[config.mk]
export PLATFORM = sky130hd
export DESIGN_NAME = rv_mmio_uart_tx_flat
export DESIGN_NICKNAME = d
export VERILOG_FILES = /design/src/rtl/rv_mmio_uart_tx_if.sv /design/src/rtl/rv_mmio_uart_tx.sv /design/src/flat_wrapper.sv
export SDC_FILE = /design/constraint.sdc
export NUM_CORES = 1
export LEC_CHECK = 0
export ABC_AREA = 1
export CAP_MARGIN = 20
export CELL_PAD_IN_SITES_DETAIL_PLACEMENT = 1
export CELL_PAD_IN_SITES_GLOBAL_PLACEMENT = 1
export CORE_MARGIN = 5
export CORE_UTILIZATION = 30
export DETAILED_ROUTE_END_ITERATION = 10
export PLACE_DENSITY = 0.68
export REMOVE_ABC_BUFFERS = 1
export SLEW_MARGIN = 0
export SYNTH_ARGS = -nofsm -noshare
export SYNTH_HDL_FRONTEND = slang
export SYNTH_SLANG_ARGS = --single-unit
[constraint.sdc]
create_clock -name i_mmio_clk -period 3.9 [get_ports i_mmio_clk]
set_input_delay 0.975 -clock i_mmio_clk [delete_from_list [all_inputs] [get_ports i_mmio_clk]]
set_output_delay 0.975 -clock i_mmio_clk [all_outputs]
set_load 0.01 [all_outputs]
[src/rtl/rv_mmio_uart_tx_if.sv]
// Data-memory bus bundle between the core and an MMIO responder.
// master: core side (drives a/we/wd/bytectrl); slave: responder (drives hit/rd).
interface rv_mmio_uart_tx_if #(
  parameter int XLEN = 32
);
  logic [XLEN-1:0] i_mmio_a;
  logic            i_mmio_we;
  logic [XLEN-1:0] i_mmio_wd;
  logic [2:0]      i_mmio_bytectrl;
  logic            o_mmio_hit;
  logic [XLEN-1:0] o_mmio_rd;

  modport master (
    output i_mmio_a, i_mmio_we, i_mmio_wd, i_mmio_bytectrl,
    input  o_mmio_hit, o_mmio_rd
  );

  modport slave (
    input  i_mmio_a, i_mmio_we, i_mmio_wd, i_mmio_bytectrl,
    output o_mmio_hit, o_mmio_rd
  );
endinterface

[src/rtl/rv_mmio_uart_tx.sv]
// MMIO UART transmitter: TXDATA/STATUS/DIV window, byte FIFO, 8N1 serialiser.
// Ports: i_mmio_clk, i_mmio_rst (sync, high), bus (slave), o_mmio_txd, o_mmio_busy.
module rv_mmio_uart_tx #(
  parameter int          XLEN       = 32,
  parameter logic [31:0] BASE_ADDR  = 32'h0001_0000,
  parameter int          FIFO_DEPTH = 4,
  parameter logic [15:0] DIV_RESET  = 16'd868
) (
  input  logic              i_mmio_clk,
  input  logic              i_mmio_rst,
  rv_mmio_uart_tx_if.slave  bus,
  output logic              o_mmio_txd,
  output logic              o_mmio_busy
);
  localparam int AW = $clog2(FIFO_DEPTH);
  localparam int CW = AW + 1;

  typedef enum logic [1:0] {
    IDLE,
    START,
    DATA,
    STOP
  } state_t;

  state_t          state;
  logic [7:0]      mem [FIFO_DEPTH];
  logic [AW-1:0]   wptr;
  logic [AW-1:0]   rptr;
  logic [CW-1:0]   count;
  logic            ovf;
  logic [15:0]     div;
  logic [15:0]     cur_div;
  logic [15:0]     baud;
  logic [2:0]      bit_idx;
  logic [7:0]      sh;

  logic            hit;
  logic [1:0]      off;
  logic            wr;
  logic            full;
  logic            empty;
  logic            push_req;
  logic            push;
  logic            pop;
  logic            bit_end;

  logic unused_bits;
  assign unused_bits = ^{bus.i_mmio_bytectrl, bus.i_mmio_a[1:0],
                         bus.i_mmio_wd[XLEN-1:16]};

  assign hit      = bus.i_mmio_a[XLEN-1:4] == BASE_ADDR[XLEN-1:4];
  assign off      = bus.i_mmio_a[3:2];
  assign wr       = bus.i_mmio_we & hit;
  assign full     = count == CW'(FIFO_DEPTH);
  assign empty    = count == '0;
  assign push_req = wr & (off == 2'd0);
  assign push     = push_req & ~full;

  // cur_div is latched at every bit boundary so a DIV write mid-bit
  // never stretches or truncates the bit in flight.
  assign bit_end  = baud == (cur_div - 16'd1);
  assign pop      = ~empty & ((state == IDLE) |
                              ((state == STOP) & bit_end));

  always_comb begin
    bus.o_mmio_rd = '0;
    if (hit) begin
      unique case (off)
        2'd1: begin
          bus.o_mmio_rd[0]    = full;
          bus.o_mmio_rd[1]    = empty;
          bus.o_mmio_rd[2]    = state != IDLE;
          bus.o_mmio_rd[3]    = ovf;
          bus.o_mmio_rd[11:8] = 4'(count);
        end
        2'd2:    bus.o_mmio_rd[15:0] = div;
        default: bus.o_mmio_rd = '0;
      endcase
    end
  end

  assign bus.o_mmio_hit = hit;

  always_ff @(posedge i_mmio_clk) begin
    if (push) mem[wptr] <= bus.i_mmio_wd[7:0];
  end

  always_ff @(posedge i_mmio_clk) begin
    if (i_mmio_rst) begin
      wptr  <= '0;
      rptr  <= '0;
      count <= '0;
      ovf   <= 1'b0;
      div   <= DIV_RESET;
    end else begin
      if (push) wptr <= wptr + 1'b1;
      if (pop)  rptr <= rptr + 1'b1;
      unique case ({push, pop})
        2'b10:   count <= count + 1'b1;
        2'b01:   count <= count - 1'b1;
        default: count <= count;
      endcase
      if (push_req & full)
        ovf <= 1'b1;
      else if (wr & (off == 2'd1) & bus.i_mmio_wd[3])
        ovf <= 1'b0;
      if (wr & (off == 2'd2))
        div <= (bus.i_mmio_wd[15:0] == '0) ? 16'd1
                                           : bus.i_mmio_wd[15:0];
    end
  end

  always_ff @(posedge i_mmio_clk) begin
    if (i_mmio_rst) begin
      state       <= IDLE;
      o_mmio_txd  <= 1'b1;
      o_mmio_busy <= 1'b0;
      cur_div     <= DIV_RESET;
      baud        <= '0;
      bit_idx     <= '0;
      sh          <= '0;
    end else begin
      unique case (state)
        IDLE: begin
          o_mmio_txd <= 1'b1;
          if (!empty) begin
            sh          <= mem[rptr];
            state       <= START;
            baud        <= '0;
            cur_div     <= div;
            o_mmio_txd  <= 1'b0;
            o_mmio_busy <= 1'b1;
          end
        end
        START: begin
          if (bit_end) begin
            baud       <= '0;
            cur_div    <= div;
            bit_idx    <= '0;
            state      <= DATA;
            o_mmio_txd <= sh[0];
          end else begin
            baud <= baud + 16'd1;
          end
        end
        DATA: begin
          if (bit_end) begin
            baud    <= '0;
            cur_div <= div;
            if (bit_idx == 3'd7) begin
              state      <= STOP;
              o_mmio_txd <= 1'b1;
            end else begin
              bit_idx    <= bit_idx + 3'd1;
              sh         <= sh >> 1;
              o_mmio_txd <= sh[1];
            end
          end else begin
            baud <= baud + 16'd1;
          end
        end
        STOP: begin
          if (bit_end) begin
            baud    <= '0;
            cur_div <= div;
            if (!empty) begin
              sh         <= mem[rptr];
              state      <= START;
              o_mmio_txd <= 1'b0;
            end else begin
              state       <= IDLE;
              o_mmio_busy <= 1'b0;
            end
          end else begin
            baud <= baud + 16'd1;
          end
        end
        default: state <= IDLE;
      endcase
    end
  end
endmodule

[src/flat_wrapper.sv]
// flat-port wrapper written by rule: the top's interface ports become plain ports
module rv_mmio_uart_tx_flat 
#(
  parameter int          XLEN       = 32,
  parameter logic [31:0] BASE_ADDR  = 32'h0001_0000,
  parameter int          FIFO_DEPTH = 4,
  parameter logic [15:0] DIV_RESET  = 16'd868
)
  (i_mmio_clk, i_mmio_rst, o_mmio_txd, o_mmio_busy, bus_i_mmio_a, bus_i_mmio_we, bus_i_mmio_wd, bus_i_mmio_bytectrl, bus_o_mmio_hit, bus_o_mmio_rd);
  rv_mmio_uart_tx_if #(.XLEN(XLEN)) bus_i ();
  input  logic i_mmio_clk;
  input  logic i_mmio_rst;
  output logic o_mmio_txd;
  output logic o_mmio_busy;
  input wire logic [$bits(bus_i.i_mmio_a)-1:0] bus_i_mmio_a;
  input wire logic [$bits(bus_i.i_mmio_we)-1:0] bus_i_mmio_we;
  input wire logic [$bits(bus_i.i_mmio_wd)-1:0] bus_i_mmio_wd;
  input wire logic [$bits(bus_i.i_mmio_bytectrl)-1:0] bus_i_mmio_bytectrl;
  output wire logic [$bits(bus_i.o_mmio_hit)-1:0] bus_o_mmio_hit;
  output wire logic [$bits(bus_i.o_mmio_rd)-1:0] bus_o_mmio_rd;
  assign bus_i.i_mmio_a = bus_i_mmio_a;
  assign bus_i.i_mmio_we = bus_i_mmio_we;
  assign bus_i.i_mmio_wd = bus_i_mmio_wd;
  assign bus_i.i_mmio_bytectrl = bus_i_mmio_bytectrl;
  assign bus_o_mmio_hit = bus_i.o_mmio_hit;
  assign bus_o_mmio_rd = bus_i.o_mmio_rd;
  rv_mmio_uart_tx #(.XLEN(XLEN), .BASE_ADDR(BASE_ADDR), .FIFO_DEPTH(FIFO_DEPTH), .DIV_RESET(DIV_RESET)) u_core (.i_mmio_clk(i_mmio_clk), .i_mmio_rst(i_mmio_rst), .bus(bus_i), .o_mmio_txd(o_mmio_txd), .o_mmio_busy(o_mmio_busy));
endmodule
# Word-level counts from Yosys, hierarchy flattened
# Memories as Yosys holds them, arrays and structs flattened. A register that Yosys moved wholly into a read port is not among the register bits.
# Index checks and enable logic that the tools add are counted.
dict set report word_totals {
  ff_bits 71
  ramBits 32
  in_bits 70
  out_inout_bits 35
  n_memories 1
}
dict set report classes {
  addsub 7
  n_eq_ne 20
  n_mux 46
  n_bitwise 12
  n_reduce_logical 17
}
# name words word_bits read_ports rd_ports_with_merged_regs write_ports line_no
set mem_list {}
lappend mem_list {u_core.mem 4 8 1 1 1 rv_mmio_uart_tx.sv:26} ;# logic [7:0] mem [FIFO_DEPTH];
# operator n
set ops {}
lappend ops {{$mux 16} 6}
lappend ops {{$pmux 16 s2} 2}
lappend ops {{$mux 8} 4}
lappend ops {{$eq 28x13->1 const B} 1}
lappend ops {{$pmux 8 s3} 1}
lappend ops {{$add 16x1->16 const B} 1}
lappend ops {{$eq 16x16->1} 1}
lappend ops {{$logic_not 16->1} 1}
lappend ops {{$pmux 4 s2} 2}
lappend ops {{$reduce_and 4->1} 4}
lappend ops {{$sub 16x1->16 const B} 1}
lappend ops {{$mux 1} 14}
lappend ops {{$mux 2} 7}
lappend ops {{$ne 2x1->1 const B} 6}
lappend ops {{$pmux 3 s2} 2}
lappend ops {{$reduce_bool 2->1} 5}
lappend ops {{$and 1x1->1} 9}
lappend ops {{$mux 3} 3}
lappend ops {{$eq 2x2->1 const B} 4}
lappend ops {{$mux 4} 2}
lappend ops {{$pmux 2 s4} 1}
lappend ops {{$add 3x1->3 const B} 2}
lappend ops {{$eq 2x1->1 const B} 3}
lappend ops {{$eq 3x3->1 const B} 2}
lappend ops {{13 further kinds} 18}

# Logic depth before layout (Yosys ltp)
dict set report logic_depth {
  depth_word 7
  depth_mapped 23
  depth_no_buf 22
}

# Worst setup path after synthesis
# No wires, ideal clock.
dict set report synth_timing {
  path_kind {input-to-output}
  from {input bus_i_mmio_a[13]}
  to {output bus_o_mmio_rd[0]}
  arrival_time_ns 2.144
  t_required_ns 2.925
  path_slack_ns 0.781
  path_stages 7
  cell_sequence {nor4_1 nor3b_1 nand2_1 clkbuf_1 inv_1 nand2_1 a21oi_1}
}
dict set report synth_via {
  elab_chain_cells 2
}
# item line_no
set synth_lines {}
lappend synth_lines {{from (decl)} flat_wrapper.sv:15} ;# input wire logic [$bits(bus_i.i_mmio_a)-1:0] bus_i_mmio_a;
lappend synth_lines {{$eq 28x13->1} rv_mmio_uart_tx.sv:51} ;# assign hit = bus.i_mmio_a[XLEN-1:4] == BASE_ADDR[XLEN-1:4];
lappend synth_lines {{named net bus_o_mmio_hit} flat_wrapper.sv:19} ;# output wire logic [$bits(bus_i.o_mmio_hit)-1:0] bus_o_mmio_hit;
lappend synth_lines {{$mux 16} rv_mmio_uart_tx.sv:67} ;# if (hit) begin
lappend synth_lines {{to (decl)} flat_wrapper.sv:20} ;# output wire logic [$bits(bus_i.o_mmio_rd)-1:0] bus_o_mmio_rd;
# The timed path passes the listed nets, and every way through them passes these cells.

# Worst setup path in the final report
dict set report layout_timing {
  from {input bus_i_mmio_a[21]}
  to {output bus_o_mmio_rd[5]}
}
dict set report layout_via {
  elab_chain_cells 2
}
# item line_no
set layout_lines {}
lappend layout_lines {{$eq 28x13->1} rv_mmio_uart_tx.sv:51}
lappend layout_lines {{$mux 16} rv_mmio_uart_tx.sv:67}
# Every way passes these cells.

==> implementation parameters <==
Parameter                              Value

Timing
  Final sum of negative setup slack    0 ns
  # setup viols final    0
  Fin crit period    3.771 ns
  Setup ws final    0.1292 ns
  Pins over their slew limit    0
  Worst Clk Skew    between 0.009 and 0.01 ns
  Setup repair after global routing missed its margin    false
  Worst slew margin relative to its limit    0.5191
  Peak clock frequency supported by timing    0.2652 GHz
  Pin slew with the least headroom to its limit    0.7147 ns
  Tcrit/Tclk final    0.9669
  Final hold vios    0

Detailed routing
  Total wire length after detailed routing    17210 um
  Average routed wire per standard cell    15.11 um
  Detailed router's first-iteration violation count    268
  Vias per inst    between 4 and 5
  Total vias in the final route    5389
  DR DRC count    0
  DR pass1 iterations    4
  Number of routed nets with antenna violations    0

Yosys
  Count of warnings emitted by yosys    0
  Largest family of logic cells by synthesized area    simple AND/OR/NAND/NOR gates
  Largest cells by area after synthesis    sky130_fd_sc_hd__dfxtp_1 25%, sky130_fd_sc_hd__edfxtp_1 16%, sky130_fd_sc_hd__nand2_1 12%, sky130_fd_sc_hd__nor2_1 6.4%, sky130_fd_sc_hd__inv_1 6.1%
  Netlist cell types    48
  Syn Inst Count    800
  Adder-cell share of the synthesized area    0.03980
  Multiplexer fraction of the synthesized cell area    0
  Area share of xor/xnor cells in the synthesized design    0.03296
  Synth Area in Compound Gates    0.1051
  Yosys top cell area share    0.2499
  Average instance area after synthesis    7.309 um2
  Simple-gate share of the synthesized area    0.2970
  Cell area after synthesis    about 5800 um2
  Sequential share of the synthesized area    0.4143
  Synthesis-stage register bit count    roughly 110
  Cell type with the largest total area after synthesis    sky130_fd_sc_hd__dfxtp_1

GRT
  Total congestion overflow    0
  Total GRT Usage    0.1563
  Number of antenna violations at the first check in global routing    0
  Met3 demand-to-capacity share in global routing    0.02544
  Global routing's busiest layer    met2
  Met2 track utilization from global routing    0.2615
  Pin count of the biggest net entering global routing    44
  First-pass GRT wire length    27870 um
  Vias in the first global route    5413
  Met1 GRT Util    0.2109

Die
  Die Area    between 20000 and 25000 um2
  Area inside the core boundary    19330 um2
  Io pins    105
  Floorplan die height    149.6 um
  Horizontal die dimension    approximately 150 um
  Starting density of the core    0.3024
  Number of placement rows    51

Placed design
  Final estimated routing congestion in global placement    0.8193
  Pre-CTS setup slack    -0.02401 ns
  Number of buffer cells added on primary ports    67
  Half-perimeter wire length after placement    12490 um
  Cell area reported after detailed placement    6795 um2

Cells and area
  Number of nets in the final layout    957
  Synth-to-Final Area Change    22.70%
  Summed area of non-filler cells in the final layout    7174 um2
  Count of antenna diodes in the layout    0
  Core Util, Final    0.3711
  Fraction of layout cells with a size suffix above 1    0.06636

Clocking
  Number of buffers added for setup after CTS    0
  Clock tree from TritonCTS    yes
  Clock latency on the worst-skew pair    0.36 ns
  Max Buffers Root-to-Sink    2
  Clock-pin slew of the registers on the worst-case setup and hold paths    0.08 ns
  Root Buffer Master    sky130_fd_sc_hd__clkbuf_16
  # clock sinks    105
  Number of buffers created by CTS    9
  Number of buffers inserted for hold repair after clock tree synthesis    0
  Maximum level of the CTS H-tree    3

Worst setup path
  CP max stage delay    0.59 ns
  CP bufs+invs    3
  Library cell contributing the largest single delay on the critical path    sky130_fd_sc_hd__clkdlybuf4s50_1
  Setup crit end kind    output pin
  Data required time of the critical path    2.92 ns
  Critical Path Fanout Max    6
  Worst setup path class    primary input to output pin
  Largest delay contributor family on the critical path    buffers and inverters
  Cell breakdown of the critical path    clkdlybuf4s50_1 -> nor4_2 -> and3_1 -> nand2_1 -> buf_4 -> nor3_1 -> clkdlybuf4s50_1
  Startpoint type of the worst setup path    primary input
  Worst EP arrival    2.80 ns
  Crit-path most repeated cell    sky130_fd_sc_hd__clkdlybuf4s50_1

Run
  Max-cap violations    0

Run status
  Outcome    completed

Worst hold path
  Worst hold path class    flip-flop to flip-flop

Power
  Power density relative to cell area    between 400 and 500 nW/um2
  Maximum resistive drop on vdd    0.3380 mV
  Standby leakage power    about 3 nW
  Power, Total    0.003505 W
layer usage:
metal	wire length, um	up-vias
met5	0	-
met4	182	0
met3	887	13
met2	7969	108
met1	8173	2563
li1	-	2705
power by group:
group	switching (W)	internal, W
registers	0.0000850	0.00121
logic	0.000796	0.000401
clock network	0.000485	0.000523
total	0.00137	0.00214
logic make-up (layout without fill, tap and decap cells):
family,Yosys count,count (layout)
AO/OA/AOI/OAI,110,110
XOR/XNOR,22,22
adder cells (fa/ha/maj),18,18
AND/OR/NAND/NOR,401,401
buffers and inverters,143,202
other,1,16
flip-flops,105,105
cells in the mapped netlist, drive strengths merged:
| cell | instances |
|---|---|
| a211oi | 1 |
| a21boi | 1 |
| a21oi | 51 |
| a221o | 1 |
| a22oi | 1 |
| a31oi | 2 |
| a32o | 2 |
| and2 | 2 |
| and3 | 2 |
| buf | 24 |
| clkbuf | 18 |
| clkinv | 4 |
| conb | 1 |
| dfxtp | 73 |
| edfxtp | 32 |
| fa | 1 |
| ha | 17 |
| inv | 97 |
| nand2 | 200 |
| nand3 | 50 |
| nand3b | 4 |
| nand4 | 15 |
| nor2 | 105 |
| nor3 | 9 |
| nor3b | 1 |
| nor4 | 11 |
| o211ai | 4 |
| o21ai | 33 |
| o21bai | 1 |
| o221ai | 4 |
| o22ai | 9 |
| or2 | 2 |
| xnor2 | 5 |
| xor2 | 17 |
worst register-to-register path: cells and delay by family, from the launching register on:
| family | cells | cell delay (ns) |
|---|---|---|
| AND/OR/NAND/NOR | 8 | 1.13 |
| adder cells (fa/ha/maj) | 3 | 0.76 |
| AO/OA/AOI/OAI | 5 | 0.66 |
| flip-flops | 1 | 0.36 |
| buffers and inverters | 3 | 0.29 |
flip-flops by register name, indices dropped and copies added, names as in the netlist, 2 cells and up, named ones only:
register        cells
u_core.state        2
u_core.bit_idx      3
u_core.rptr         2
u_core.baud        16
u_core.div         16
u_core.sh           8
u_core.cur_div     16
u_core.count        3
u_core.wptr         2
u_core.mem         32
layout by cell type (no fill, tap or decap), types with 8 or more instances in the layout:
cell                              Yosys  layout
sky130_fd_sc_hd__nand2_1            194     193
sky130_fd_sc_hd__nor2_1             100     100
sky130_fd_sc_hd__inv_1               95      95
sky130_fd_sc_hd__dfxtp_1             73      73
sky130_fd_sc_hd__clkdlybuf4s50_1      0      52
sky130_fd_sc_hd__a21oi_1             51      50
sky130_fd_sc_hd__nand3_1             49      49
sky130_fd_sc_hd__o21ai_0             32      32
sky130_fd_sc_hd__edfxtp_1            32      32
sky130_fd_sc_hd__xor2_1              17      17
sky130_fd_sc_hd__ha_1                17      17
sky130_fd_sc_hd__conb_1               1      16
sky130_fd_sc_hd__buf_4               16      16
sky130_fd_sc_hd__nand4_1             14      14
sky130_fd_sc_hd__dlymetal6s2s_1       0      12
sky130_fd_sc_hd__nor4_1              11       9
sky130_fd_sc_hd__o22ai_1              9       9
sky130_fd_sc_hd__clkbuf_16            0       9
sky130_fd_sc_hd__nor3_1               8       8
per-stage QoR:
stage | hold WS (ns) | std cells
after global routing | 0.5054 | 1139
after global placement | 0.4617 | 1123
final | 0.4828 | 1139
after detailed placement | 0.4704 | 1123
after floorplan | 0.4333 | 773
after CTS | 0.4824 | 1139
worst paths after layout:
path                                                startpoint                           end  slack (ns)  cells after the start
worst max-delay path                          bus_i_mmio_a[21]              bus_o_mmio_rd[5]        0.13                      7
worst min-delay path                   u_core.ovf$_SDFFE_PP0P_       u_core.ovf$_SDFFE_PP0P_        0.48                      2
worst max register to register  u_core.cur_div[0]$_SDFFE_PP0P_  u_core.count[2]$_SDFFE_PP0P_        0.59                     19
worst min register to register         u_core.ovf$_SDFFE_PP0P_       u_core.ovf$_SDFFE_PP0P_        0.48                      2
repair_timing:
action	in CTS	in global routing
gates resized for setup	5	14
setup endpoints to repair	7	13
pin swaps	0	0
layout make-up:
type | instances | area, um2
sequential | 105 | 2422
tap | 265 | 331.6
clock inverter | 7 | 102.6
inverter | 101 | 379.1
clock buffer | 9 | 225.2
multi-input combinational | 567 | 2860
fill | 2380 | 12160
timing repair buffer | 85 | 853.3
Power figures use the tool's default switching activity.
